### src/rtl/mtf_pkg.sv
// -----------------------------------------------------------------------------
// mtf_pkg
// Shared definitions for the MTF neuron-side blocks.
//   enc_state_t : spike encoder FSM states (BELOW / ABOVE threshold)
//   *_DEF       : default widths and buffer depth
//   sat_inc     : saturating increment for counters of any width up to 32
// -----------------------------------------------------------------------------
package mtf_pkg;

    typedef enum logic {
        BELOW = 1'b0,
        ABOVE = 1'b1
    } enc_state_t;

    localparam int unsigned V_W_DEF        = 8;
    localparam int unsigned ISI_W_DEF      = 16;
    localparam int unsigned CNT_W_DEF      = 16;
    localparam int unsigned FIFO_DEPTH_DEF = 4;

    // Returns val+1, clamped at 2^width-1. Callers truncate to their width.
    function automatic logic [31:0] sat_inc(input logic [31:0] val,
                                            input int unsigned width);
        logic [31:0] max_val;
        max_val = (width >= 32) ? '1 : ((32'd1 << width) - 32'd1);
        return (val >= max_val) ? max_val : val + 32'd1;
    endfunction

endpackage

### src/rtl/mtf_spike_encoder_fifo.sv
// -----------------------------------------------------------------------------
// spike_isi_fifo
// Synchronous show-ahead FIFO for ISI events.
//   clk, reset : clock, asynchronous active-high reset (empties the FIFO)
//   i_push     : write request, i_data written when accepted
//   i_pop      : read request, ignored while empty
//   o_data     : head entry (0 while empty)
//   o_empty    : no entries held
//   o_drop     : push requested while full with no pop; entry discarded
// A push into a full FIFO is accepted when a pop happens in the same cycle.
// -----------------------------------------------------------------------------
module spike_isi_fifo #(
    parameter int unsigned WIDTH = 16,
    parameter int unsigned DEPTH = 4
) (
    input  logic             clk,
    input  logic             reset,
    input  logic             i_push,
    input  logic [WIDTH-1:0] i_data,
    input  logic             i_pop,
    output logic [WIDTH-1:0] o_data,
    output logic             o_empty,
    output logic             o_drop
);

    localparam int unsigned AW = $clog2(DEPTH);

    logic [WIDTH-1:0] r_mem [DEPTH];
    logic [AW:0]      r_wr_ptr;
    logic [AW:0]      r_rd_ptr;
    logic             w_full;
    logic             w_pop_ok;
    logic             w_push_ok;

    // Extra pointer MSB distinguishes full from empty when the indices match.
    assign o_empty   = (r_wr_ptr == r_rd_ptr);
    assign w_full    = (r_wr_ptr[AW] != r_rd_ptr[AW]) &&
                       (r_wr_ptr[AW-1:0] == r_rd_ptr[AW-1:0]);
    assign w_pop_ok  = i_pop && !o_empty;
    assign w_push_ok = i_push && (!w_full || w_pop_ok);
    assign o_drop    = i_push && !w_push_ok;
    assign o_data    = o_empty ? '0 : r_mem[r_rd_ptr[AW-1:0]];

    always_ff @(posedge clk or posedge reset) begin
        if (reset) begin
            r_wr_ptr <= '0;
            r_rd_ptr <= '0;
        end else begin
            if (w_push_ok) r_wr_ptr <= r_wr_ptr + (AW+1)'(1);
            if (w_pop_ok)  r_rd_ptr <= r_rd_ptr + (AW+1)'(1);
        end
    end

    // Storage needs no reset: the head is masked to 0 while empty.
    always_ff @(posedge clk) begin
        if (w_push_ok) r_mem[r_wr_ptr[AW-1:0]] <= i_data;
    end

endmodule

### src/rtl/mtf_spike_encoder.sv
// -----------------------------------------------------------------------------
// mtf_spike_encoder
// Converts the MTF neuron membrane voltage into spike events using a
// hysteresis threshold plus refractory window, measures inter-spike intervals
// and buffers them for the gait/CPG controller.
//   clk, reset  : clock, asynchronous active-high reset
//   v_in        : membrane voltage, sampled every cycle
//   thresh      : firing threshold
//   hyst        : hysteresis; re-arm level is thresh-hyst floored at 0
//   refrac      : refractory length in cycles (0 = none)
//   spike       : one-cycle pulse, the cycle after detection
//   spike_count : spikes since reset, wrapping
//   ev_valid    : ISI event available
//   ev_ready    : consumer takes the head event
//   ev_isi      : head ISI in cycles (2^ISI_W-1 means "at least that")
//   overflow    : sticky, an ISI was dropped on a full buffer
// -----------------------------------------------------------------------------
module mtf_spike_encoder
    import mtf_pkg::*;
#(
    parameter int unsigned V_W        = V_W_DEF,
    parameter int unsigned ISI_W      = ISI_W_DEF,
    parameter int unsigned CNT_W      = CNT_W_DEF,
    parameter int unsigned FIFO_DEPTH = FIFO_DEPTH_DEF
) (
    input  logic             clk,
    input  logic             reset,
    input  logic [V_W-1:0]   v_in,
    input  logic [V_W-1:0]   thresh,
    input  logic [V_W-1:0]   hyst,
    input  logic [7:0]       refrac,
    output logic             spike,
    output logic [CNT_W-1:0] spike_count,
    output logic             ev_valid,
    input  logic             ev_ready,
    output logic [ISI_W-1:0] ev_isi,
    output logic             overflow
);

    enc_state_t       r_state;
    enc_state_t       w_state_nxt;
    logic [V_W-1:0]   w_lo;
    logic             w_rearm;
    logic             w_detect;
    logic [7:0]       r_refrac_cnt;
    logic [ISI_W-1:0] r_isi_cnt;
    logic [ISI_W-1:0] w_isi_inc;
    logic [ISI_W-1:0] r_isi_val;
    logic             r_first_seen;
    logic             r_push_pend;
    logic             r_spike;
    logic [CNT_W-1:0] r_spike_count;
    logic             r_overflow;
    logic             w_empty;
    logic             w_drop;

    assign w_lo      = (thresh > hyst) ? (thresh - hyst) : '0;
    assign w_rearm   = (v_in < w_lo) && (r_refrac_cnt == 8'd0);
    assign w_isi_inc = ISI_W'(sat_inc(32'(r_isi_cnt), ISI_W));

    // FSM: state register
    always_ff @(posedge clk or posedge reset) begin
        if (reset) r_state <= BELOW;
        else       r_state <= w_state_nxt;
    end

    // FSM: next state
    always_comb begin
        w_state_nxt = r_state;
        case (r_state)
            BELOW:   if (v_in >= thresh) w_state_nxt = ABOVE;
            ABOVE:   if (w_rearm)        w_state_nxt = BELOW;
            default: w_state_nxt = BELOW;
        endcase
    end

    // FSM: outputs
    always_comb begin
        w_detect = 1'b0;
        if (r_state == BELOW) w_detect = (v_in >= thresh);
    end

    // Refractory, ISI and spike bookkeeping. The ISI is captured at detect
    // and pushed one cycle later so the push lines up with the spike pulse.
    always_ff @(posedge clk or posedge reset) begin
        if (reset) begin
            r_refrac_cnt  <= '0;
            r_isi_cnt     <= '0;
            r_isi_val     <= '0;
            r_first_seen  <= 1'b0;
            r_push_pend   <= 1'b0;
            r_spike       <= 1'b0;
            r_spike_count <= '0;
            r_overflow    <= 1'b0;
        end else begin
            r_spike <= w_detect;

            if (w_detect)
                r_refrac_cnt <= refrac;
            else if (r_state == ABOVE && r_refrac_cnt != 8'd0)
                r_refrac_cnt <= r_refrac_cnt - 8'd1;

            if (w_detect) begin
                r_isi_cnt    <= '0;
                r_isi_val    <= w_isi_inc;
                r_push_pend  <= r_first_seen;
                r_first_seen <= 1'b1;
            end else begin
                r_isi_cnt   <= w_isi_inc;
                r_push_pend <= 1'b0;
            end

            if (r_spike) r_spike_count <= r_spike_count + CNT_W'(1);
            if (w_drop)  r_overflow    <= 1'b1;
        end
    end

    spike_isi_fifo #(
        .WIDTH (ISI_W),
        .DEPTH (FIFO_DEPTH)
    ) u_fifo (
        .clk     (clk),
        .reset   (reset),
        .i_push  (r_push_pend),
        .i_data  (r_isi_val),
        .i_pop   (ev_ready),
        .o_data  (ev_isi),
        .o_empty (w_empty),
        .o_drop  (w_drop)
    );

    assign spike       = r_spike;
    assign spike_count = r_spike_count;
    assign ev_valid    = !w_empty;
    assign overflow    = r_overflow;

endmodule

### config.mk
export PLATFORM = sky130hd
export DESIGN_NAME = mtf_spike_encoder
export DESIGN_NICKNAME = d
export VERILOG_FILES = /design/src/rtl/mtf_pkg.sv /design/src/rtl/mtf_spike_encoder_fifo.sv /design/src/rtl/mtf_spike_encoder.sv
export SDC_FILE = /design/constraint.sdc
export NUM_CORES = 1
export LEC_CHECK = 0
export BUFFER_PORTS_ARGS = -buffer_cell sky130_fd_sc_hd__buf_4
export CAP_MARGIN = 25
export CORE_UTILIZATION = 60
export DETAILED_ROUTE_END_ITERATION = 7
export GPL_ROUTABILITY_DRIVEN = 1
export GPL_TIMING_DRIVEN = 0
export PLACE_DENSITY = 0.83
export SKIP_LAST_GASP = 1
export SYNTH_ARGS = -nofsm -noshare
export SYNTH_HDL_FRONTEND = slang
export SYNTH_SLANG_ARGS = --single-unit
export TNS_END_PERCENT = 1
### constraint.sdc
create_clock -name clk -period 6.3 [get_ports clk]
set_clock_uncertainty 0.2 [all_clocks]
set_input_delay 1.26 -clock clk [delete_from_list [all_inputs] [get_ports clk]]
set_output_delay 1.26 -clock clk [all_outputs]
set_load 0.05 [all_outputs]
==> results_dict.tcl <==
set metrics [dict create \
    status "finished, final reports clean" \
    maxSlewViolCount 0 \
    clkTransAtPathRegs_ns 0.06 \
    boundaryPins 70 \
    num_vias 4315 \
    vias_per_cell 5.94 \
    final_util_pct 76.3 \
    num_rows 36 \
    synth.cell_area_mm2 0.00628 \
    crit_path_end_kind "primary output" \
    tightest_slew_ns 0.949 \
    ctsHoldBuffers 0 \
    first_global_vias 4397 \
    synthCells 491 \
    hold_class "reg2reg" \
    fin_area_mm2 0.00760 \
    cts_setup_buffers 0 \
    critPathLaunch "u_fifo.r_rd_ptr[0]$_DFFE_PP0P_" \
    cts_tree "built" \
    syn_area_per_cell_um2 12.8 \
    dpl_cell_area_mm2 0.00701 \
    ys_seq_area_share_pct 57.3 \
    die_area_mm2 0.0109 \
    synth_top_area_share_pct 30.6 \
    finalSetupViolations 0 \
    grtUsageTotal_pct 26.3 \
    final_common_cell "buf_4" \
    max-vdd-ir-drop_mv 0.337 \
    timing.hold.ws_ns 0.280 \
    n_antenna_cell 0 \
    core-area_mm2 0.00995 \
    wire_per_inst_um 18.1 \
    criticalPathCategory "reg2out" \
    yosysUniqueCellTypes 50 \
    antenna_left 0 \
    start_util_pct 63.1 \
    nets 649 \
    clock_latency_ns 0.51 \
    cp.required_ns 4.84 \
    yosysWarnings 0 \
    die_w_um 104 \
    numPortBuffers 69 \
    first_pass_iters 5 \
    cellLeakagePower_nw 3.22 \
    synthDominantAreaCellType "edfxtp_1" \
    ctsRootBufferMaster "clkbuf_8" \
    ys_top_cells_by_area "edfxtp_1 31%, dfrtp_1 27%, ha_1 6.4%, mux4_2 5.7%, xnor2_1 3.2%" \
    rsz0062_at_grt "no" \
    place.gp.congestion 0.901 \
    r2r_start "u_fifo.r_rd_ptr[0]$_DFFE_PP0P_" \
    grt_max_degree 39 \
    crit_arrival_ns 2.54 \
    drv_cap 0 \
    area_growth_pct 20.9 \
    cts_resized 0 \
    post-place-ws_ns 1.91 \
    slew_headroom_pct 36.6 \
    fin_ws_ns 2.30 \
    die_h_um 104 \
    htree_num_levels 4 \
    powerDensity_mw_per_mm2 480 \
    fin_crit_ns 4.00 \
    layout-drive-gt1-share_pct 23.7 \
    syn_nets 559 \
    drc 0 \
    drt_wl_total_um 13200 \
    final_cell_mix "69 x buf_4, 67 x dfrtp_1, 64 x edfxtp_1, 35 x a21oi_1, 32 x ha_1" \
    ys_seq_elements 131 \
    cts_made_buffers 17 \
    finalSetupTns_ns 0 \
    grt_pass1_wl_um 21900 \
    critPathMaxFanout 10 \
    worstHoldStart "overflow$_DFFE_PP0P_" \
    drt_iter0_drc 287 \
    gr-total-overflow 0 \
    dp.final_hpwl_um 8760 \
    fmax_mhz 250 \
    clockBufferDepth 2 \
    cp-start-kind "flop" \
    antenna_found_initial 0 \
    period_share_pct 63.5 \
    cts_sinks 131 \
    finalHoldViolations 0 \
]
[per-layer routing]
layer  wire length, µm  GRT usage (%)  up-vias
met4               177           8.78        0
met2              7020           46.3      152
met3               538           5.76       24
met1              5430           32.1     2155
met5                 0              0        -
li1                  -              -     1984
[cell type report]
cell class | instances | area (µm²)
multi-input combinational | 311 | 2490
clock buffer | 20 | 425
clock inverter | 12 | 156
sequential | 131 | 3600
buffer | 18 | 86.3
tap | 133 | 166
fill | 610 | 2360
timing repair buffer | 71 | 553
inverter | 31 | 116
[flip-flops by register name, summed over array words and instances (netlist names)]
register / count
overflow: 1
r_push_pend: 1
r_isi_cnt: 16
r_first_seen: 1
spike_count: 16
spike: 1
u_fifo.r_wr_ptr: 3
r_refrac_cnt: 8
r_isi_val: 16
r_state: 1
u_fifo.r_mem: 64
u_fifo.r_rd_ptr: 3
[worst max-delay path, stage by stage, from the launching register on]
cell	delay, ns
dfrtp_1	0.34
buf_2	0.31
xor2_1	0.15
nor3b_2	0.52
clkbuf_1	0.39
nor2b_1	0.10
buf_4	0.20
[Yosys cell counts, drive strengths merged]
library cell   n
nor4           2
nor3           5
and4           4
a211o          2
fa             1
or3b           2
or2            2
and3          10
or4            2
o21a           3
a21o           2
nand2b        12
xor2          11
nand3         14
nor2b         20
a31oi         16
and2           2
o2111ai        2
mux2i          6
clkbuf         8
a211oi         2
o21ai          7
a21oi         35
nor3b          3
o311ai         1
a221o          2
xnor2         23
nand2         16
a21boi         1
dfrtp         67
ha            32
o31ai          1
nand4         14
edfxtp        64
o41ai          2
nor2          24
inv           31
mux2          10
or3            1
mux4          16
nand3b         3
buf           10
[worst paths after layout]
path	cells past startpoint	end	slack (ns)
min reg2reg	1	overflow$_DFFE_PP0P_	0.28
min in group asynchronous	2	spike_count[13]$_DFFE_PP0P_	0.64
min	1	overflow$_DFFE_PP0P_	0.28
max in group asynchronous	3	r_isi_val[14]$_DFFE_PP0P_	4.62
max	6	ev_isi[13]	2.30
max reg2reg	6	u_fifo.r_mem[1][6]$_DFFE_PP_	3.64
[cells by family after synthesis]
logic type / Yosys count / synth area share [%]
DFF: 131 / 57.3
buffers and inverters: 49 / 3.23
adders and majority gates: 33 / 6.69
xor gates and xnor gates: 34 / 4.74
muxes: 32 / 8.48
AOI/OAI and AO/OA: 76 / 7.43
and+or+nand+nor: 136 / 12.2
[where the power goes]
| group | total [W] | switching, W | internal, W |
|---|---|---|---|
| Clock | 0.000960 | 0.000355 | 0.000604 |
| Sequential | 0.00133 | 0.000201 | 0.00113 |
| Combinational | 0.00136 | 0.000835 | 0.000522 |
[stage by stage]
step	power, W	std cells
2_1_floorplan	0.00228	491
3_3_place_gp	0.00260	693
3_5_place_dp	0.00267	695
4_1_cts	0.00365	727
5_1_grt	0.00382	727
6_report	0.00365	727
Power figures use the tool's default switching activity.
